## src/rtl/or1200_secure_supv_gen_pkg.sv

```systemverilog
// Shared constants, types and helper functions for the secure supervisor-mode
// encoding and the checker LFSR family.
package or1200_secure_supv_gen_pkg;

    // Encoded mode after reset: odd parity, so the core starts in supervisor mode
    localparam logic [2:0]  SSUPV_RST         = 3'b001;

    // Galois mask for x^16 + x^14 + x^13 + x^11 + 1 (right-shifting form)
    localparam logic [15:0] LFSR_TAPS         = 16'hB400;
    localparam logic [15:0] LFSR_DEFAULT_SEED = 16'hACE1;

    // Odd-parity codes mean supervisor, even-parity codes mean user.
    // Entry [0] is the rightmost element of each concatenation.
    localparam logic [3:0][2:0] ENC_SUPV = {3'b111, 3'b100, 3'b010, 3'b001};
    localparam logic [3:0][2:0] ENC_USER = {3'b110, 3'b101, 3'b011, 3'b000};

    // Which source updates secure_supv in a given cycle
    typedef enum logic [2:0] {
        UPD_NONE   = 3'd0,
        UPD_EXCEPT = 3'd1,
        UPD_RFE    = 3'd2,
        UPD_SR     = 3'd3,
        UPD_ROTATE = 3'd4
    } supv_upd_e;

    // Decoded mode of an encoded value
    function automatic logic ssupv_parity(input logic [2:0] code);
        return ^code;
    endfunction

    // Pick a code of the requested mode using the two LFSR low bits; if that
    // code matches the current value, step to the next table entry so every
    // update visibly changes the stored pattern.
    function automatic logic [2:0] ssupv_enc(input logic        mode,
                                             input logic [15:0] rnd,
                                             input logic [2:0]  cur);
        logic [1:0] idx;
        logic [1:0] idx_next;
        logic [2:0] code;
        idx      = rnd[1:0];
        idx_next = idx + 2'd1;
        code     = mode ? ENC_SUPV[idx] : ENC_USER[idx];
        if (code == cur) begin
            code = mode ? ENC_SUPV[idx_next] : ENC_USER[idx_next];
        end
        return code;
    endfunction

endpackage

```

## src/rtl/or1200_checker_lfsr.sv

```systemverilog
// 16-bit Galois LFSR shared by the checker blocks. A zero seed would lock the
// register at zero, so it is replaced by the default seed.
module or1200_checker_lfsr
    import or1200_secure_supv_gen_pkg::*;
(
    input  logic        clk,
    input  logic        rst,
    input  logic [15:0] seed,
    output logic [15:0] q
);

    logic [15:0] seed_s;
    logic [15:0] lfsr_r;

    assign seed_s = (seed == 16'h0000) ? LFSR_DEFAULT_SEED : seed;

    // Load the seed on reset, otherwise shift right and fold in the taps
    always_ff @(posedge clk) begin
        if (rst) begin
            lfsr_r <= seed_s;
        end else begin
            lfsr_r <= {1'b0, lfsr_r[15:1]} ^ (lfsr_r[0] ? LFSR_TAPS : 16'h0000);
        end
    end

    assign q = lfsr_r;

endmodule

```

## src/rtl/or1200_secure_supv_gen.sv

```systemverilog
// Owner of the 3-bit parity-encoded supervisor mode. Updates the code on
// exception entry, l.rfe and SR/ESR writes, re-encodes it periodically with
// the same parity, and raises a sticky alarm on privilege violations or when
// the encoded value disagrees with its plain shadow bit.
module or1200_secure_supv_gen
    import or1200_secure_supv_gen_pkg::*;
#(
    parameter int unsigned ROTATE_PERIOD = 64,
    parameter logic [15:0] LFSR_SEED     = 16'hACE1
) (
    input  logic       clk,
    input  logic       rst,
    input  logic       except_start,
    input  logic       rfe,
    input  logic       sr_we,
    input  logic       sr_supv_wdata,
    input  logic       esr_we,
    input  logic       esr_supv_wdata,
    output logic [2:0] secure_supv,
    output logic [2:0] esr_secure_supv,
    output logic       supv_o,
    output logic       priv_violation,
    output logic       tamper_alarm,
    output logic [7:0] violation_cnt
);

    localparam bit          ROT_EN     = (ROTATE_PERIOD != 0);
    localparam int unsigned ROT_W      = (ROTATE_PERIOD > 1) ? $clog2(ROTATE_PERIOD) : 1;
    localparam int unsigned ROT_LAST_I = ROT_EN ? (ROTATE_PERIOD - 1) : 0;
    localparam logic [ROT_W-1:0] ROT_LAST = ROT_LAST_I[ROT_W-1:0];

    logic [2:0]       secure_supv_r;
    logic [2:0]       esr_secure_supv_r;
    logic             shadow_r;
    logic             esr_shadow_r;
    logic             priv_violation_r;
    logic             tamper_alarm_r;
    logic [7:0]       violation_cnt_r;
    logic [ROT_W-1:0] rot_cnt_r;

    logic [15:0]      lfsr_s;
    logic             supv_s;
    logic             rot_wrap_s;
    supv_upd_e        upd_sel_s;
    logic [2:0]       secure_nxt_s;
    logic             shadow_nxt_s;
    logic [2:0]       esr_nxt_s;
    logic             esr_shadow_nxt_s;
    logic             sr_viol_s;
    logic             esr_viol_s;
    logic             viol_s;
    logic             mismatch_s;
    logic [ROT_W-1:0] rot_nxt_s;

    or1200_checker_lfsr u_lfsr (
        .clk  (clk),
        .rst  (rst),
        .seed (LFSR_SEED),
        .q    (lfsr_s)
    );

    assign supv_s     = ssupv_parity(secure_supv_r);
    assign rot_wrap_s = ROT_EN && (rot_cnt_r == ROT_LAST);

    // Pick the single source allowed to update secure_supv this cycle
    always_comb begin
        upd_sel_s = UPD_NONE;
        if (except_start) begin
            upd_sel_s = UPD_EXCEPT;
        end else if (rfe) begin
            upd_sel_s = UPD_RFE;
        end else if (sr_we) begin
            upd_sel_s = UPD_SR;
        end else if (rot_wrap_s) begin
            upd_sel_s = UPD_ROTATE;
        end else begin
            upd_sel_s = UPD_NONE;
        end
    end

    // Next encoded mode and shadow bit for the selected source
    always_comb begin
        secure_nxt_s = secure_supv_r;
        shadow_nxt_s = shadow_r;
        sr_viol_s    = 1'b0;
        case (upd_sel_s)
            UPD_EXCEPT: begin
                secure_nxt_s = ssupv_enc(1'b1, lfsr_s, secure_supv_r);
                shadow_nxt_s = 1'b1;
            end
            UPD_RFE: begin
                secure_nxt_s = ssupv_enc(ssupv_parity(esr_secure_supv_r), lfsr_s, secure_supv_r);
                shadow_nxt_s = ssupv_parity(esr_secure_supv_r);
            end
            UPD_SR: begin
                if (supv_s) begin
                    secure_nxt_s = ssupv_enc(sr_supv_wdata, lfsr_s, secure_supv_r);
                    shadow_nxt_s = sr_supv_wdata;
                end else begin
                    sr_viol_s    = 1'b1;
                end
            end
            UPD_ROTATE: begin
                secure_nxt_s = ssupv_enc(supv_s, lfsr_s, secure_supv_r);
            end
            default: begin
                secure_nxt_s = secure_supv_r;
                shadow_nxt_s = shadow_r;
            end
        endcase
    end

    // ESR copy: exception entry saves the live code verbatim and overrides any write
    always_comb begin
        esr_nxt_s        = esr_secure_supv_r;
        esr_shadow_nxt_s = esr_shadow_r;
        esr_viol_s       = 1'b0;
        if (except_start) begin
            esr_nxt_s        = secure_supv_r;
            esr_shadow_nxt_s = shadow_r;
        end else if (esr_we) begin
            if (supv_s) begin
                esr_nxt_s        = ssupv_enc(esr_supv_wdata, lfsr_s, esr_secure_supv_r);
                esr_shadow_nxt_s = esr_supv_wdata;
            end else begin
                esr_viol_s = 1'b1;
            end
        end else begin
            esr_nxt_s        = esr_secure_supv_r;
            esr_shadow_nxt_s = esr_shadow_r;
        end
    end

    // Violation, shadow cross-check and free-running rotation counter
    always_comb begin
        viol_s     = sr_viol_s | esr_viol_s;
        mismatch_s = (ssupv_parity(secure_supv_r) != shadow_r) |
                     (ssupv_parity(esr_secure_supv_r) != esr_shadow_r);
        if (!ROT_EN || rot_wrap_s) begin
            rot_nxt_s = {ROT_W{1'b0}};
        end else begin
            rot_nxt_s = rot_cnt_r + ROT_W'(1'b1);
        end
    end

    // State registers with synchronous reset
    always_ff @(posedge clk) begin
        if (rst) begin
            secure_supv_r     <= SSUPV_RST;
            esr_secure_supv_r <= SSUPV_RST;
            shadow_r          <= 1'b1;
            esr_shadow_r      <= 1'b1;
            priv_violation_r  <= 1'b0;
            tamper_alarm_r    <= 1'b0;
            violation_cnt_r   <= 8'h00;
            rot_cnt_r         <= {ROT_W{1'b0}};
        end else begin
            secure_supv_r     <= secure_nxt_s;
            esr_secure_supv_r <= esr_nxt_s;
            shadow_r          <= shadow_nxt_s;
            esr_shadow_r      <= esr_shadow_nxt_s;
            priv_violation_r  <= viol_s;
            tamper_alarm_r    <= tamper_alarm_r | viol_s | mismatch_s;
            rot_cnt_r         <= rot_nxt_s;
            if (viol_s && (violation_cnt_r != 8'hFF)) begin
                violation_cnt_r <= violation_cnt_r + 8'd1;
            end else begin
                violation_cnt_r <= violation_cnt_r;
            end
        end
    end

    assign secure_supv     = secure_supv_r;
    assign esr_secure_supv = esr_secure_supv_r;
    assign supv_o          = supv_s;
    assign priv_violation  = priv_violation_r;
    assign tamper_alarm    = tamper_alarm_r;
    assign violation_cnt   = violation_cnt_r;

endmodule
```

## config.mk

```make
export PLATFORM = sky130hd
export DESIGN_NAME = or1200_secure_supv_gen
export DESIGN_NICKNAME = d
export VERILOG_FILES = /design/src/rtl/or1200_secure_supv_gen_pkg.sv /design/src/rtl/or1200_checker_lfsr.sv /design/src/rtl/or1200_secure_supv_gen.sv
export SDC_FILE = /design/constraint.sdc
export NUM_CORES = 1
export LEC_CHECK = 0
export ABC_AREA = 1
export BUFFER_PORTS_ARGS = -buffer_cell sky130_fd_sc_hd__buf_2
export CAP_MARGIN = 10
export CELL_PAD_IN_SITES_DETAIL_PLACEMENT = 0
export CELL_PAD_IN_SITES_GLOBAL_PLACEMENT = 1
export CORE_MARGIN = 8
export CORE_UTILIZATION = 37
export DETAILED_ROUTE_END_ITERATION = 8
export HOLD_SLACK_MARGIN = 0.08
export PLACE_DENSITY_LB_ADDON = 0.1
export RECOVER_POWER = 50
export SYNTH_ARGS = -nofsm -noshare
export SYNTH_HDL_FRONTEND = slang
export SYNTH_HIERARCHICAL = 1
export SYNTH_SLANG_ARGS = --single-unit
```

## constraint.sdc

```tcl
create_clock -name clk -period 1.87 [get_ports clk]
set_clock_uncertainty 0.2 [all_clocks]
set_input_delay 0.2805 -clock clk [delete_from_list [all_inputs] [get_ports clk]]
set_output_delay 0.2805 -clock clk [all_outputs]
set_load 0.005 [all_outputs]
```

==> impl_metrics.yaml <==
power_and_ir_drop:
  clock_power_share_pct: 28.3
  combPwrFrac_pct: 34.5
  p_leak_nw: 1.60
  power.density_nw_per_um2: 831
  swShare_pct: 32.3
  total_power_w: 0.00269
  p_int_w: 0.00182
  switchingPower_w: 0.000866
  ir_drop_mv: 0.585
  seqPwrFrac_pct: 37.1
routing:
  drc_errors: 0
  antenna_left: 0
  vias: 2383
  routed_wl_um: 5840
  drt_iter0_markers: 138
  drt-wirelength-per-cell_um: 11.1
  viasPerCell: 4.51
  dr.pass1.iters: 4
global_routing:
  track_usage_pct: 13.7
  grt_max_degree: 17
  antenna_found_initial: 0
  grt_pass1_vias: 2264
  grt_pass1_wl_um: 9960
  grt_overflow: 0
synthesis:
  async_flop_share_pct: 0
  synth_common_cells: "nand2_1, nor2_1, dfxtp_1"
  yosys_warnings: 6
  synth-seq-cells: 40
  postSynthAreaPerCell_um2: 6.66
  ys_types: 31
  post-synth-top-count-cell: "nand2_1"
  synthTopCellsByArea: "dfxtp_1, nand2_1, nor2_1"
  syn-instance-count: 342
  synth_area_um2: 2280
  synth_top_cell_by_area: "dfxtp_1"
  synth_top_area_share_pct: 35.2
  ys_seq_area_share_pct: 35.2
  synthFlopType: "dfxtp_1"
  synth_enable_flop_cells: 0
hold_path:
  hold_path.class: "primary input to flip-flop"
die:
  rows: 28
  die_w_um: 94.5
  die_h_um: 94.5
  ioPinCount: 25
  initial_core_util_pct: 38.5
  fp.dieArea_um2: 8920
  core_area_um2: 5920
setup_path:
  slowest_delay_ps: 380
  cp.arrival_ps: 1840
  cp_max_fo: 6
  crit_top_cell: "nand2_2"
  path_cells: "inv_2, nand2_2, nand2_2, nand2_2, nand2_4, buf_12, nand2_4, a31oi_4, inv_4, nor3_4, nand3_1, nand2_1, nor2_1"
  critPathCaptureType: "flip-flop"
  r2r_slack_ps: 20
  cp.required_ps: 1860
  worstSetupPathType: "flip-flop to flip-flop"
  start_kind: "flip-flop"
  crit_slowest_cell: "dfxtp_4"
sta:
  maxSlewViolCount: 0
  fin_crit_ps: 1850
  rsz0062_at_grt: "yes"
  hold_viol_final: 0
  finalSetupTns_ps: 0
  setup_viol: 0
  max_freq_ghz: 0.542
  finalCritPeriodShare_pct: 98.7
cts:
  clock_sinks: 40
  htreeDepth: 2
  worstSkewPairLatency_ps: 290
  clockBufferDepth: 2
  cts_tree: "done"
  root_buffer: "clkbuf_8"
  clkSlewWorstSetupHoldPaths_ps: 90
  numCtsBuffers: 5
  cts_hold_buf: 0
placement:
  place_congestion: 0.868
  io_buffers: 24
  dp_cells: 512
  dp_hpwl_um: 4550
layout:
  antenna_cells: 0
  instances_no_fill: 528
  post_route_cells_drive_above_1_share_pct: 29.8
  areaGrowthSynthToFinish_pct: 42.0
  fillers: 602
  nNetsFinal: 462
job:
  max-cap-violations: 0
outcome:
  status: "complete, no violations"
timing repair:
action | 4_1_cts | 5_1_grt
hold endpoints to repair | 0 | 0
resized for setup | 11 | 43
setup endpoints to repair | 10 | 11
pin swaps | 2 | 21
setup buffers | 1 | 8
cell families (layout without fill, tap and decap cells):
group	count (synthesis)	count (layout)	share of synthesized area, %
AOI/OAI and AO/OA	53	53	13.4
and+or+nand+nor	187	187	35.3
adders and majority gates	2	2	1.10
buffers and inverters	44	125	9.01
xor gates and xnor gates	14	14	5.71
other	2	32	0.330
DFF	40	40	35.2
metal layers:
metal  global-route usage, %  part of all wire (%)  up-vias
met2                    22.5                    46       55
met3                    3.65                   6.7        8
li1                        -                     -     1291
met4                    2.99                   1.0        0
met5                       0                     0        -
met1                    17.4                    47     1029
final timing paths:
check / startpoint / endpoint / cells after the start
worst max-delay path: secure_supv[1] / violation_cnt[5] / 13
worst min register to register: u_lfsr/q[4] / u_lfsr/q[3] / 2
worst min-delay path: esr_supv_wdata / esr_shadow_r / 3
worst max register to register: secure_supv[1] / violation_cnt[5] / 13
area by class of cell:
type	instances	area [µm²]	area share, %
well taps	75	93.8	2.90
flip-flops and latches	40	823	25.5
repair buffers	80	549	17.0
inverters	37	150	4.64
clock inverters	2	38.8	1.20
clock buffers	6	82.6	2.55
multi-input cells	288	1500	46.2
power by group through the flow:
stage	registers, W	logic [W]	clock network [W]
floorplan	0.000997	0.000463	0
global placement	0.00101	0.000814	0
detailed placement	0.00101	0.000815	0
CTS	0.000993	0.000832	0.000790
global route	0.00101	0.00104	0.000821
finish	0.000998	0.000928	0.000761
placed cells by master (no fill, tap or decap), types with 2 or more instances in the layout:
| cell type | Yosys | layout |
|---|---|---|
| buf_6 | 2 | 2 |
| a31oi_1 | 3 | 3 |
| inv_1 | 32 | 29 |
| nand2_1 | 95 | 82 |
| o21ai_0 | 15 | 11 |
| o22ai_1 | 2 | 2 |
| nor3_1 | 3 | 2 |
| xnor2_1 | 6 | 6 |
| inv_4 | 3 | 4 |
| nor2_1 | 48 | 45 |
| nand2_4 | 1 | 6 |
| nand3_1 | 26 | 21 |
| nand4_1 | 4 | 4 |
| inv_2 | 1 | 3 |
| nand3_2 | 0 | 5 |
| nor3_4 | 2 | 2 |
| buf_4 | 3 | 51 |
| dfxtp_4 | 0 | 5 |
| clkbuf_1 | 1 | 5 |
| nor2_2 | 2 | 4 |
| o21ai_1 | 0 | 4 |
| buf_2 | 1 | 21 |
| dfxtp_2 | 0 | 3 |
| nand2_2 | 4 | 12 |
| xor2_1 | 7 | 7 |
| dfxtp_1 | 40 | 32 |
| conb_1 | 2 | 32 |
| a21oi_1 | 25 | 24 |
| o211ai_1 | 6 | 6 |
| clkbuf_8 | 0 | 6 |
state kept, by name (all words and copies together), names as in the netlist, 3 cells and up:
signal and count:
u_lfsr/q 16, violation_cnt 8, rot_cnt_r 6, esr_secure_supv 3
secure_supv 3
critical path, delay by kind of cell, from the launching register on:
kind / cells / cell delay (ps)
AO/OA/AOI/OAI: 1 / 180
buffers and inverters: 3 / 240
AND/OR/NAND/NOR: 9 / 740
flip-flops: 1 / 380
metrics by stage:
step / area (µm²) / hold WS, ps / setup slack, ps / util [%]
2_1_floorplan: 2390 / 196 / 14.8 / -
3_3_place_gp: 2920 / 200 / -105 / 49.4
3_5_place_dp: 2920 / 207 / -108 / 49.4
4_1_cts: 3070 / 118 / 5.04 / 51.9
5_1_grt: 3230 / 124 / -110 / 54.6
6_report: 3230 / 125 / 24.6 / 54.6
Power figures use the tool's default switching activity.
